<file path="src/rtl/pipeline_stall_controller.sv">
// Stall/flush sequencer for the 5-stage pipeline: merges load-use, branch flush,
// MDU occupancy and data-memory wait states into per-stage hold/bubble/flush controls.
module pipeline_stall_controller #(
  parameter int MDU_LATENCY = 4,
  parameter int MEM_TIMEOUT = 16,
  parameter int CNT_W       = 16
) (
  input  logic             clk,
  input  logic             rst_n,
  input  logic             load_use_hz_i,
  input  logic             branch_taken_i,
  input  logic             mdu_start_i,
  input  logic             dmem_req_i,
  input  logic             dmem_ready_i,
  output logic             pc_hold_o,
  output logic             ifid_hold_o,
  output logic             ifid_flush_o,
  output logic             idex_hold_o,
  output logic             idex_bubble_o,
  output logic             exmem_hold_o,
  output logic             exmem_bubble_o,
  output logic             mdu_done_o,
  output logic             timeout_err_o,
  output logic [CNT_W-1:0] stall_count_o
);

  localparam int MW = $clog2(MDU_LATENCY + 1);
  localparam int WW = $clog2(MEM_TIMEOUT + 1);

  typedef enum logic [1:0] {S_RUN, S_MDU, S_MEM, S_ERR} state_e;

  state_e           state_q, state_d;
  logic [MW-1:0]    mdu_cnt_q, mdu_cnt_d;
  logic [WW-1:0]    wait_cnt_q, wait_cnt_d;
  logic [CNT_W-1:0] stall_cnt_q;
  logic             dmem_miss;

  assign dmem_miss = dmem_req_i && !dmem_ready_i;

  always_ff @(posedge clk or negedge rst_n) begin
    if (!rst_n) begin
      state_q    <= S_RUN;
      mdu_cnt_q  <= '0;
      wait_cnt_q <= '0;
    end else begin
      state_q    <= state_d;
      mdu_cnt_q  <= mdu_cnt_d;
      wait_cnt_q <= wait_cnt_d;
    end
  end

  always_comb begin
    state_d    = state_q;
    mdu_cnt_d  = mdu_cnt_q;
    wait_cnt_d = wait_cnt_q;
    unique case (state_q)
      S_RUN: begin
        if (dmem_miss) begin
          state_d    = S_MEM;
          wait_cnt_d = WW'(1);
        end else if (mdu_start_i) begin
          state_d   = S_MDU;
          mdu_cnt_d = MW'(MDU_LATENCY - 1);
        end
      end
      S_MDU: begin
        if (mdu_cnt_q != '0) mdu_cnt_d = mdu_cnt_q - MW'(1);
        else                 state_d   = S_RUN;
      end
      S_MEM: begin
        // ready wins over the timeout on the same cycle
        if (dmem_ready_i) begin
          state_d    = S_RUN;
          wait_cnt_d = '0;
        end else begin
          wait_cnt_d = wait_cnt_q + WW'(1);
          if (wait_cnt_q == WW'(MEM_TIMEOUT - 1)) state_d = S_ERR;
        end
      end
      S_ERR: state_d = S_ERR;
      default: state_d = S_RUN;
    endcase
  end

  always_comb begin
    pc_hold_o      = 1'b0;
    ifid_hold_o    = 1'b0;
    ifid_flush_o   = 1'b0;
    idex_hold_o    = 1'b0;
    idex_bubble_o  = 1'b0;
    exmem_hold_o   = 1'b0;
    exmem_bubble_o = 1'b0;
    mdu_done_o     = 1'b0;
    timeout_err_o  = 1'b0;
    unique case (state_q)
      S_RUN: begin
        if (dmem_miss) begin
          pc_hold_o    = 1'b1;
          ifid_hold_o  = 1'b1;
          idex_hold_o  = 1'b1;
          exmem_hold_o = 1'b1;
        end else if (mdu_start_i) begin
          pc_hold_o      = 1'b1;
          ifid_hold_o    = 1'b1;
          idex_hold_o    = 1'b1;
          exmem_bubble_o = 1'b1;
        end else if (load_use_hz_i) begin
          // branch flush deferred: the branch re-resolves once the load-use clears
          pc_hold_o     = 1'b1;
          ifid_hold_o   = 1'b1;
          idex_bubble_o = 1'b1;
        end else if (branch_taken_i) begin
          ifid_flush_o = 1'b1;
        end
      end
      S_MDU: begin
        if (mdu_cnt_q != '0) begin
          pc_hold_o      = 1'b1;
          ifid_hold_o    = 1'b1;
          idex_hold_o    = 1'b1;
          exmem_bubble_o = 1'b1;
        end else begin
          mdu_done_o = 1'b1;
        end
      end
      S_MEM: begin
        if (!dmem_ready_i) begin
          pc_hold_o    = 1'b1;
          ifid_hold_o  = 1'b1;
          idex_hold_o  = 1'b1;
          exmem_hold_o = 1'b1;
        end
      end
      S_ERR: begin
        pc_hold_o     = 1'b1;
        ifid_hold_o   = 1'b1;
        idex_hold_o   = 1'b1;
        exmem_hold_o  = 1'b1;
        timeout_err_o = 1'b1;
      end
      default: ;
    endcase
  end

  always_ff @(posedge clk or negedge rst_n) begin
    if (!rst_n)                             stall_cnt_q <= '0;
    else if (pc_hold_o && stall_cnt_q != '1) stall_cnt_q <= stall_cnt_q + CNT_W'(1);
  end

  assign stall_count_o = stall_cnt_q;

endmodule

</file>
<file path="config.mk">
export PLATFORM = sky130hd
export DESIGN_NAME = pipeline_stall_controller
export DESIGN_NICKNAME = d
export VERILOG_FILES = /design/src/rtl/pipeline_stall_controller.sv
export SDC_FILE = /design/constraint.sdc
export NUM_CORES = 1
export LEC_CHECK = 0
export ABC_AREA = 1
export BUFFER_PORTS_ARGS = -buffer_cell sky130_fd_sc_hd__buf_2
export CORE_UTILIZATION = 40
export CTS_CLUSTER_SIZE = 25
export DETAILED_ROUTE_END_ITERATION = 8
export PLACE_DENSITY = 0.6
export SYNTH_ARGS = -nofsm -noshare
export SYNTH_HDL_FRONTEND = slang
export SYNTH_SLANG_ARGS = --single-unit
</file>
<file path="constraint.sdc">
create_clock -name clk -period 4.6 [get_ports clk]
set_clock_uncertainty 0.2 [all_clocks]
set_input_delay 0.46 -clock clk [delete_from_list [all_inputs] [get_ports clk]]
set_output_delay 0.46 -clock clk [all_outputs]
set_load 0.02 [all_outputs]
</file>
# Word-level counts from Yosys, hierarchy flattened
# Cells that the tools add are included.
# word_totals
reg_bits	26
input_bits	7
# classes
muxes	37
n_reduce_logical	10
addsub	3
n_eq_ne	12
# op_table
cell	count
1-bit 2-to-1 mux	20
16-bit by 1-bit adder with 16-bit output, second input constant	1
16-bit != test, second input constant	1
2-bit 2-to-1 mux	5
5-bit 2-to-1 mux	2
2-bit != test, second input constant	5
5-bit one-hot mux with 2 select lines	1
3-bit 2-to-1 mux	3
1-bit one-hot mux with 4 select lines	2
2-bit one-hot mux with 4 select lines	1
3-bit != test, second input constant	2
3-bit one-hot mux with 2 select lines	1
5-bit by 1-bit adder with 5-bit output, second input constant	1
5-bit by 4-bit == test with 1-bit output, second input constant	1
2-bit == test, second input constant	2
4-bit AND reduction	1
2-bit nonzero test	2
1-bit one-hot mux with 3 select lines	1
3-bit AND reduction	1
3-bit nonzero test	1
3-bit by 1-bit subtractor with 3-bit output, second input constant	1
2-bit by 1-bit == test with 1-bit output, second input constant	1
1-bit logical AND	2
2-bit logical NOT	1
3 further kinds	3

# Logic depth before layout (Yosys ltp)
# depth
word_depth	5
mapped_depth	11
depth_no_buf	10

# Worst setup path before layout
# No wires, ideal clock.
# synth_path
path_type	input -> output
start	in dmem_ready_i
end	out idex_hold_o
slack_ns	2.648
cell_stages	5
arrival_time_ns	1.292
cell_sequence	inv_1 nand2_1 inv_1 nor2_1 o31ai_1
# synth_between
elab_chain_cells	4
word_cells_on_any_way	5
cone_classes	3 x mux; 2 x reduce/logical
# synth_lines
item	line_no	source
start: declaration	14	input logic dmem_ready_i,
1-bit logical NOT	n/a	
1-bit logical AND	38	assign dmem_miss = dmem_req_i && !dmem_ready_i;
1-bit 2-to-1 mux	97	if (dmem_miss) begin
1-bit one-hot mux with 4 select lines (*)	95	unique case (state_q)
end: declaration	18	output logic idex_hold_o,
# Every way passes the cells marked *; elsewhere a longest branch is shown, timed or not.

# Worst setup path in the final report
# layout_path
start	reg state_q[0]
end	out exmem_bubble_o
# layout_between
elab_chain_cells	2
word_cells_on_any_way	3
cone_classes	1 x eq/ne; 1 x mux; 1 x reduce/logical
# layout_lines
item	line_no	source
start: declaration	32	state_e state_q, state_d;
start signal: assignment	46	state_q <= state_d;
2-bit by 1-bit == test with 1-bit output / 2-bit logical NOT (equally long branches)	95	
1-bit one-hot mux with 2 select lines (*)	95	
end: declaration	21	output logic exmem_bubble_o,
# Marks and branches as above.

==> metrics.md <==
| Metric | Value |
|---|---|
| Worst EP required | 3.94 ns |
| CP max stage delay | 0.47 ns |
| Synth unique cells | 27 |
| Startpoint Class | flip-flop |
| RSZ-0062 raised after global routing | no |
| Tmin final | 2.15 ns |
| Bufs on Longest Clock Path | 2 |
| CP max-delay cell | dfrtp_1 |
| Die ar. | 4480 um2 |
| Area Overhead vs Synth | 14.4% |
| H-Tree Depth | 1 |
| Num rows | 23 |
| Iteration-0 DRC count of the detailed router | 83 |
| Met2 WL | 1620 um |
| Kind of end point of the critical path | output port |
| DR top layer | met4 |
| Commonest non-fill, non-tap cells in the layout | nand2_1 (111), buf_2 (31), inv_1 (30), dfrtp_1 (26), nor2_1 (23) |
| Placed insts | 327 |
| Placed cell areas | 1880 um2 |
| GPL Wtd Cong | 0.847 |
| Mean Syn Cell Area | 6.78 um2 |
| Drt total wl | 3590 um |
| Commonest non-fill, non-tap cell in the layout | nand2_1 |
| Crit Path Category | reg2out |
| Final TNS setup | 0 ns |
| Worst vdd ir | 0.276 mV |
| Die Span X | 67.0 um |
| Total routing usage reported by global routing | 17.3% |
| TritonCTS clock tree | yes |
| Residual DRC count | 0 |
| Met1 wire length | 1860 um |
| Clock Latency Late Sink | 0.27 ns |
| PwrDens | 519 nW/um2 |
| Post-route ant nets | 0 |
| Worst-path fanout max | 6 |
| EDFF count, synth | 0 |
| Clock sink count | 26 |
| Total CTS buffers | 3 |
| Worst reg2reg setup slack | 2.72 ns |
| Worst hold slack | -0.0262 ns |
| Pins Over Slew Limit | 0 |
| Capturing point of the worst reg2reg path | stall_count_o[14] |
| PortBufs | 31 |
| Met3 wire length | 75 um |
| Fin crit share | 46.8% |
| Failing checks | negative hold slack |
| Synth Instances | 249 |
| Drt pass-1 iters | 4 |
| Ys flop type | dfrtp_1 |
| Endpoints failing setup | 0 |
| Clock transition at path regs | 0.09 ns |
| Gr ovfl total | 0 |
| Nets | 294 |
| Worst slew pin tran | 0.585 ns |
| Die Y | 67.0 um |
| Non-filler cells, final | 331 |
| Fmax | 0.464 GHz |
| Post-synth ARST share | 100% |
| Syn Std Cell Area | 1690 um2 |
| Syn. warnings | 0 |
| Via density | 4.69 |
| CTS Hold Bufs | 0 |
| Critical R2R Launch | stall_count_o[0] |
| # IOs | 32 |
| Starting density of the core | 41.9% |
| Detail Placement HPWL | 2610 um |
| Root Driver | clkbuf_8 |
| Fin area | 1930 um2 |
| Core area | 4030 um2 |
| Largest net degree at the start of global routing | 27 |
| Hold Fails Final Rpt | 26 |
| Number of global-route vias before repair | 1,304 |
| Max-cap violation count | 0 |
| CP cell instances | nor2_2, nand3_1, nand2_1, buf_2 |
| DR vias | 1,552 |
| Core Util, Final | 47.9% |
| Seq cells post-synth | 26 |
| Syn_nets | 261 |
| Tot Pwr | 1.00 mW |
| Initial antenna violation count | 0 |
| CTS resizes | 0 |
| Outcome | finished with violations |
| Worst Path Arrival | 1.49 ns |
| Max-slew headroom | 61.0% |
| Worst min path class | in2async |
| Layout cell share with drive strength beyond 1 | 16.7% |
| Sequential share of the synthesized area | 38.5% |
| Diode count | 0 |
| R2R depth | 8 |
| Post-CTS Setup Bufs | 0 |
| Leakage | 1.09 nW |
| First-pass GRT wire length | 5910 um |
| Routed WL per cell | 10.8 um |
[sequential cells by signal, indices dropped and copies added (netlist names)]
| register | flops |
|---|---|
| stall_count_o | 16 |
| wait_cnt_q | 5 |
| mdu_cnt_q | 3 |
| state_q | 2 |
[synthesized netlist by cell type, types with 2 or more instances]
| master | count | area share [%] |
|---|---|---|
| nor2_4 | 2 | 1.3 |
| buf_6 | 2 | 1.3 |
| nor2_1 | 23 | 5.1 |
| dfrtp_1 | 26 | 39 |
| xnor2_1 | 3 | 1.6 |
| ha_1 | 5 | 3.7 |
| nand4_1 | 6 | 2.2 |
| inv_1 | 30 | 6.7 |
| a21oi_1 | 3 | 0.89 |
| xor2_1 | 3 | 1.6 |
| o21ai_0 | 4 | 1.2 |
| nand2_1 | 111 | 25 |
| nand3_1 | 13 | 3.9 |
| nor2_2 | 5 | 1.9 |
[metrics by stage]
| stage | setup WS (ns) | hold WS (ns) |
|---|---|---|
| floorplan | 2.65 | -0.0356 |
| global placement | 2.66 | 0.261 |
| detailed placement | 2.64 | 0.260 |
| CTS | 2.43 | 0.00124 |
| global route | 2.28 | 0.0217 |
| finish | 2.45 | -0.0262 |
[power breakdown]
| group | switching (mW) | leakage (nW) | internal, mW | total [mW] |
|---|---|---|---|---|
| registers | 0.0664 | 0.342 | 0.286 | 0.352 |
| logic | 0.339 | 0.722 | 0.160 | 0.499 |
| clock network | 0.0733 | 0.0288 | 0.0766 | 0.150 |
| total | 0.479 | 1.09 | 0.523 | 1.00 |
[layer usage]
layer	up-vias	GRT usage, %
li1	838	-
met1	696	24.3
met2	14	26.6
met3	4	2.57
met4	0	6.38
met5	-	0
[critical path: cells and delay by family, from the launching register on]
| kind | cells | cell delay (ns) |
|---|---|---|
| buffers and inverters | 1 | 0.19 |
| and+or+nand+nor | 3 | 0.56 |
| DFF | 1 | 0.47 |
[kinds of logic after synthesis]
| kind of cell | Yosys count | share of synthesized area, % |
|---|---|---|
| and+or+nand+nor | 166 | 41.8 |
| buffers and inverters | 34 | 8.67 |
| DFF | 26 | 38.5 |
| AOI/OAI and AO/OA | 12 | 4.15 |
| xor gates and xnor gates | 6 | 3.11 |
| adders and majority gates | 5 | 3.71 |
[area by class of cell]
| cell class | count | area [um2] |
|---|---|---|
| Clock buffer | 4 | 55.1 |
| Fill cell | 437 | 2100 |
| Inverter | 31 | 116 |
| Multi-Input combinational cell | 189 | 891 |
| Sequential cell | 26 | 651 |
| Tap cell | 50 | 62.6 |
| Timing Repair Buffer | 31 | 155 |
[how the worst max path moves through the flow]
stage / startpoint / endpoint
5_1_grt: mdu_cnt_q[0] / idex_hold_o
6_report: state_q[0] / exmem_bubble_o
3_3_place_gp: dmem_ready_i / idex_hold_o
3_5_place_dp: dmem_ready_i / ifid_hold_o
4_1_cts: mdu_cnt_q[0] / ifid_hold_o
2_1_floorplan: dmem_ready_i / idex_hold_o
No activity file was read; power rests on OpenSTA's default activity.
